==> config.mk <==
export PLATFORM = sky130hd
export DESIGN_NAME = key_debounce
export DESIGN_NICKNAME = d
export VERILOG_FILES = /design/src/rtl/key_debounce.sv
export SDC_FILE = /design/constraint.sdc
export NUM_CORES = 1
export LEC_CHECK = 0
export ABC_AREA = 1
export BUFFER_PORTS_ARGS = -buffer_cell sky130_fd_sc_hd__buf_2
export CAP_MARGIN = 15
export CORE_AREA = 4 4 66 68
export DETAILED_ROUTE_END_ITERATION = 16
export DIE_AREA = 0 0 70 72
export GPL_ROUTABILITY_DRIVEN = 0
export PLACE_DENSITY_LB_ADDON = 0.15
export SETUP_SLACK_MARGIN = 0.4
export SLEW_MARGIN = 20
export SYNTH_ARGS = -nofsm -noshare
export SYNTH_HDL_FRONTEND = slang
export SYNTH_SLANG_ARGS = --single-unit
==> constraint.sdc <==
create_clock -name clk -period 4.3 [get_ports clk]
set_clock_uncertainty 0.2 [all_clocks]
set_input_delay 0.43 -clock clk [delete_from_list [all_inputs] [get_ports clk]]
set_output_delay 0.43 -clock clk [all_outputs]
set_load 0.005 [all_outputs]
==> src/rtl/key_debounce.sv <==
// key_debounce: debounces one active-low mechanical push-button and produces
// a clean pressed level plus one-cycle press / release / long-press events.
// Timebase: free-running 1 us prescaler feeding a 1 ms tick counter.
// Optional feature: define KEY_REPEAT_EN to enable the auto-repeat pulse
// (key_repeat); without it key_repeat is tied to 0.
module key_debounce #(
   parameter int CLK_PER_US  = 24,
   parameter int US_PER_MS   = 1000,
   parameter int DEBOUNCE_MS = 20,
   parameter int LONG_MS     = 1000,
   parameter int REPEAT_MS   = 200
) (
   input  logic clk,
   input  logic reset,
   input  logic key_in,
   output logic key_level,
   output logic key_press,
   output logic key_release,
   output logic key_long,
   output logic key_repeat
);

   localparam int US_W   = $clog2(CLK_PER_US) + 1;
   localparam int MS_W   = $clog2(US_PER_MS) + 1;
   localparam int DEB_W  = $clog2(DEBOUNCE_MS) + 1;
   localparam int HOLD_W = $clog2(LONG_MS) + 1;

   // Reject parameter sets the timing logic cannot represent.
   if (!((CLK_PER_US >= 2) && (US_PER_MS >= 2) && (DEBOUNCE_MS >= 1) &&
         (LONG_MS > DEBOUNCE_MS) && (REPEAT_MS >= 1))) begin : g_param_check
      $error("key_debounce: illegal parameter set");
   end

   typedef enum logic [1:0] {
      IDLE      = 2'd0,
      PRESS_CHK = 2'd1,
      PRESSED   = 2'd2,
      REL_CHK   = 2'd3
   } state_t;

   logic              sync1_r;
   logic              sync2_r;
   logic              key_s;
   logic [US_W-1:0]   us_cnt_r;
   logic              us_tick_s;
   logic [MS_W-1:0]   ms_cnt_r;
   logic              ms_tick_s;
   state_t            state_r;
   state_t            next_state_s;
   logic [DEB_W-1:0]  deb_cnt_r;
   logic              deb_done_s;
   logic [HOLD_W-1:0] hold_cnt_r;
   logic              held_s;
   logic              level_s;
   logic              press_s;
   logic              release_s;
   logic              long_s;
   logic              repeat_s;
   logic              key_level_r;
   logic              key_press_r;
   logic              key_release_r;
   logic              key_long_r;
   logic              key_repeat_r;

   // Two-flop synchroniser; idles at 1 (released) so reset never looks like a press.
   always_ff @(posedge clk) begin
      if (reset) begin
         sync1_r <= 1'b1;
         sync2_r <= 1'b1;
      end else begin
         sync1_r <= key_in;
         sync2_r <= sync1_r;
      end
   end

   assign key_s = ~sync2_r;

   assign us_tick_s = (us_cnt_r == US_W'(CLK_PER_US - 1));
   assign ms_tick_s = us_tick_s && (ms_cnt_r == MS_W'(US_PER_MS - 1));

   // Free-running 1 us prescaler and 1 ms counter; never restarted by the FSM.
   always_ff @(posedge clk) begin
      if (reset) begin
         us_cnt_r <= US_W'(0);
         ms_cnt_r <= MS_W'(0);
      end else begin
         if (us_tick_s) begin
            us_cnt_r <= US_W'(0);
            if (ms_cnt_r == MS_W'(US_PER_MS - 1)) begin
               ms_cnt_r <= MS_W'(0);
            end else begin
               ms_cnt_r <= ms_cnt_r + MS_W'(1);
            end
         end else begin
            us_cnt_r <= us_cnt_r + US_W'(1);
         end
      end
   end

   assign deb_done_s = ms_tick_s && (deb_cnt_r == DEB_W'(DEBOUNCE_MS - 1));
   assign held_s     = (state_r == PRESSED) || (state_r == REL_CHK);

   // FSM state register.
   always_ff @(posedge clk) begin
      if (reset) begin
         state_r <= IDLE;
      end else begin
         state_r <= next_state_s;
      end
   end

   // FSM next-state logic: a new level must survive DEBOUNCE_MS ticks to be accepted.
   always_comb begin
      next_state_s = state_r;
      case (state_r)
         IDLE: begin
            if (key_s) begin
               next_state_s = PRESS_CHK;
            end else begin
               next_state_s = IDLE;
            end
         end
         PRESS_CHK: begin
            if (!key_s) begin
               next_state_s = IDLE;
            end else if (deb_done_s) begin
               next_state_s = PRESSED;
            end else begin
               next_state_s = PRESS_CHK;
            end
         end
         PRESSED: begin
            if (!key_s) begin
               next_state_s = REL_CHK;
            end else begin
               next_state_s = PRESSED;
            end
         end
         REL_CHK: begin
            if (key_s) begin
               next_state_s = PRESSED;
            end else if (deb_done_s) begin
               next_state_s = IDLE;
            end else begin
               next_state_s = REL_CHK;
            end
         end
         default: begin
            next_state_s = IDLE;
         end
      endcase
   end

   // FSM output logic: next values of the registered event and level outputs.
   always_comb begin
      press_s   = (state_r == PRESS_CHK) && (next_state_s == PRESSED);
      release_s = (state_r == REL_CHK) && (next_state_s == IDLE);
      level_s   = (next_state_s == PRESSED) || (next_state_s == REL_CHK);
      long_s    = held_s && ms_tick_s && (hold_cnt_r == HOLD_W'(LONG_MS - 1));
   end

   // Debounce counter: restarts on every state change, counts ms ticks while checking.
   always_ff @(posedge clk) begin
      if (reset) begin
         deb_cnt_r <= DEB_W'(0);
      end else if (next_state_s != state_r) begin
         deb_cnt_r <= DEB_W'(0);
      end else if (((state_r == PRESS_CHK) || (state_r == REL_CHK)) && ms_tick_s) begin
         deb_cnt_r <= deb_cnt_r + DEB_W'(1);
      end else begin
         deb_cnt_r <= deb_cnt_r;
      end
   end

   // Hold counter: starts at press acceptance, survives release glitches, saturates at LONG_MS.
   always_ff @(posedge clk) begin
      if (reset) begin
         hold_cnt_r <= HOLD_W'(0);
      end else if (press_s) begin
         hold_cnt_r <= HOLD_W'(0);
      end else if (held_s && ms_tick_s && (hold_cnt_r < HOLD_W'(LONG_MS))) begin
         hold_cnt_r <= hold_cnt_r + HOLD_W'(1);
      end else begin
         hold_cnt_r <= hold_cnt_r;
      end
   end

`ifdef KEY_REPEAT_EN
   localparam int REP_W = $clog2(REPEAT_MS) + 1;

   logic [REP_W-1:0] rep_cnt_r;
   logic             rep_active_s;

   // Repeat runs only once the hold counter has saturated, i.e. after key_long fired.
   assign rep_active_s = held_s && (hold_cnt_r == HOLD_W'(LONG_MS));
   assign repeat_s     = rep_active_s && ms_tick_s && (rep_cnt_r == REP_W'(REPEAT_MS - 1));

   // Repeat period counter; cleared on accepted release.
   always_ff @(posedge clk) begin
      if (reset) begin
         rep_cnt_r <= REP_W'(0);
      end else if (release_s) begin
         rep_cnt_r <= REP_W'(0);
      end else if (rep_active_s && ms_tick_s) begin
         if (rep_cnt_r == REP_W'(REPEAT_MS - 1)) begin
            rep_cnt_r <= REP_W'(0);
         end else begin
            rep_cnt_r <= rep_cnt_r + REP_W'(1);
         end
      end else begin
         rep_cnt_r <= rep_cnt_r;
      end
   end
`else
   assign repeat_s = 1'b0;
`endif

   // Output registers; reset drops everything without emitting a release.
   always_ff @(posedge clk) begin
      if (reset) begin
         key_level_r   <= 1'b0;
         key_press_r   <= 1'b0;
         key_release_r <= 1'b0;
         key_long_r    <= 1'b0;
         key_repeat_r  <= 1'b0;
      end else begin
         key_level_r   <= level_s;
         key_press_r   <= press_s;
         key_release_r <= release_s;
         key_long_r    <= long_s;
         key_repeat_r  <= repeat_s;
      end
   end

   assign key_level   = key_level_r;
   assign key_press   = key_press_r;
   assign key_release = key_release_r;
   assign key_long    = key_long_r;
   assign key_repeat  = key_repeat_r;

endmodule

==> flow_metrics.tcl <==
set metrics [dict create \
    status "finished, final reports clean" \
    grt_max_degree 17 \
    finalPower_mw 0.720 \
    seq_area_frac_synth 0.382 \
    routed-wl-met2_um 1920 \
    dpl_cell_area_um2 2250 \
    cts_hold_buf 0 \
    power_frac_seq 0.549 \
    coreArea_um2 3860 \
    cp.depth 8 \
    drv_slew 0 \
    area_delta_synth_final_pct 6.93 \
    die_w_um 70 \
    cp_cell_sequence "ha_1, nand3_2, nor2_8, inv_6, nor2_4, nand3_2, nand2_1, a21oi_1" \
    ys.flop_type "dfxtp_1" \
    layout_worst_path_cycle_share 0.481 \
    antenna_found_initial 0 \
    min_to "sync1_r" \
    synthDistinctLibCells 34 \
    synth-compound-area-share 0.0608 \
    rrSetupSlack_ns 2.23 \
    tightest_slew_ns 0.843 \
    vias_per_cell 5.17 \
    synthSimpleGateAreaFrac 0.410 \
    power.leakage_nw 0.924 \
    drc_errors 0 \
    pwr-share-comb 0.026 \
    switching_share 0.210 \
    gr-total-overflow 0 \
    holdPathStages 2 \
    cp_num_buf_inv 1 \
    synth_area_per_cell_um2 6.97 \
    arrival_ns 2.04 \
    power.net_switching_mw 0.151 \
    grt_pass1_wl_um 7210 \
    drt_first_iter_violations 161 \
    m1WireLength_um 2000 \
    cts_tree "yes" \
    synthArstFlopShare 0 \
    dr.max_layer_used "met4" \
    grt_pass1_vias 1592 \
    clock_power_share 0.425 \
    synth_top_family_by_area "simple AND/OR/NAND/NOR gates" \
    cts_sinks 42 \
    die_h_um 72 \
    synth-seq-cells 42 \
    r2r_cells 8 \
    clk_latency_ns 0.29 \
    maxSlewHeadroom 0.438 \
    p_per_area_nw_per_um2 306 \
    path_delay_family "simple AND/OR/NAND/NOR gates" \
    ant_nets 0 \
    path_class "register to register" \
    slowest_stage "dfxtp_1" \
    synthAdderAreaFrac 0.0227 \
    cp-start-kind "register" \
    synth_area_leaders "dfxtp_1 38%, nand2_1 12%, nor2_1 8.9%, inv_1 5.8%, nand4_1 4.5%" \
    setup_viol 0 \
    antennaDiodeCount 0 \
    cts_setup_buffers 0 \
    wl_met3_um 197 \
    clockBufferDepth 2 \
    post-route-cell-area_um2 2350 \
    cp-end-kind "register" \
    portBuffers 6 \
    nNetsFinal 328 \
    r2r_end "hold_cnt_r[2]" \
    hpwl_um 3000 \
    clk_pin_slew_ns 0.08 \
    synth_top_cell_by_area "dfxtp_1" \
    firstDrtPassIters 4 \
    start_util 0.571 \
    min_from "key_in" \
    instances_no_fill 372 \
    drv_cap 0 \
    fin_util 0.611 \
    crit_required_ns 4.27 \
    synth_xor_xnor_area_share 0.0318 \
    dp_cells 364 \
    yosys_warnings 0 \
    rsz0062_at_grt "no" \
    drt-total-wl_um 4190 \
    crit_top_cell "nand3_2" \
    cts_root_buf "clkbuf_8" \
    ctsResizeCount 0 \
    holdCritPathClass "input pin to register" \
    synth_edf_count 0 \
    synth_cells 316 \
    r2r_start "us_cnt_r[0]" \
    timing.fmax_ghz 0.483 \
    drive_gt1_frac 0.121 \
    synth_fp_nets 323 \
    vias 1924 \
    slowest_delay_ns 0.36 \
    ios 8 \
    cp_max_fo 13 \
    post_drt_wl_per_cell_um 11.3 \
    track_usage 0.175 \
    rows 23 \
    peakVddDrop_v 0.000291 \
    fp.dieArea_um2 5040 \
    synth_mux_area_frac 0 \
    hold_viol_final 0 \
    period_minus_slack_ns 2.07 \
    numCtsBuffers 5 \
    cts.htree.levels 2 \
    syn-cell-area_um2 2200 \
    yosys.area.top_type_share 0.382 \
    fin_tns_setup_ns 0 \
    internal_power_mw 0.569 \
]
synthesized netlist by cell type (2+ instances only):
| cell type | n |
|---|---|
| o21ai_0 | 4 |
| dfxtp_1 | 42 |
| nand2_1 | 73 |
| clkbuf_1 | 2 |
| nor3_1 | 5 |
| nor3b_1 | 4 |
| nor2_4 | 2 |
| xnor2_1 | 3 |
| nor2_2 | 3 |
| buf_2 | 3 |
| nand4_1 | 16 |
| xor2_1 | 5 |
| inv_1 | 34 |
| ha_1 | 4 |
| a21oi_1 | 18 |
| nand3_2 | 4 |
| buf_4 | 2 |
| nor2_1 | 52 |
| or2_2 | 2 |
| inv_2 | 3 |
| nand3_1 | 18 |
| nand2_2 | 5 |
through the flow:
stage               hold slack, ns  worst slack (ns)
finish                       0.115              2.23
global route                 0.115              2.03
CTS                          0.110              2.24
detailed placement           0.199              2.25
global placement             0.193              2.31
floorplan                    0.189              2.66
how the worst max path moves through the flow:
stage,slack [ns],to,from
after floorplan,2.66,deb_cnt_r[0],us_cnt_r[0]
after global placement,2.31,hold_cnt_r[4],us_cnt_r[0]
after detailed placement,2.25,hold_cnt_r[2],us_cnt_r[0]
after CTS,2.24,hold_cnt_r[2],us_cnt_r[0]
after global routing,2.03,hold_cnt_r[3],ms_cnt_r[0]
final,2.23,hold_cnt_r[2],us_cnt_r[0]
cells in the final DEF, fill, tap and decap left out, types with 6 or more instances in the layout:
master   instances
nand2_1         73
nor2_1          52
dfxtp_1         42
inv_1           34
nand3_1         18
a21oi_1         18
nand4_1         16
buf_2            6
per-layer routing:
metal / GRT usage / vias to the layer above
li1: - / 1020
met1: 0.234 / 858
met2: 0.275 / 41
met3: 0.0429 / 5
met4: 0.0702 / 0
met5: 0 / -
power by group through the flow:
stage	registers (mW)	logic (mW)	clock network [mW]
2_1_floorplan	0.403	0.0164	0
3_3_place_gp	0.404	0.0184	0
3_5_place_dp	0.404	0.0188	0
4_1_cts	0.395	0.0190	0.317
5_1_grt	0.395	0.0214	0.330
6_report	0.395	0.0186	0.306
cells by family after synthesis:
family	count (synthesis)
xor+xnor	8
simple gates	189
compound gates	25
other cells	1
flops	42
fa+ha+maj	4
buf+inv	47
layout make-up:
| type | count | area [um^2] |
|---|---|---|
| clock buffers | 5 | 68.8 |
| clock inverters | 3 | 40.0 |
| fillers | 372 | 1500 |
| repair buffers | 6 | 30.0 |
| inverters | 39 | 151 |
| flip-flops and latches | 42 | 841 |
| multi-input cells | 227 | 1160 |
| well taps | 50 | 62.6 |
sequential cells by signal, summed over array words and instances, names as in the netlist:
register / flops
hold_cnt_r: 11
ms_cnt_r: 11
deb_cnt_r: 6
us_cnt_r: 6
state_r: 2
key_level: 1
key_long: 1
key_press: 1
key_release: 1
sync1_r: 1
sync2_r: 1
Power figures use the tool's default switching activity.
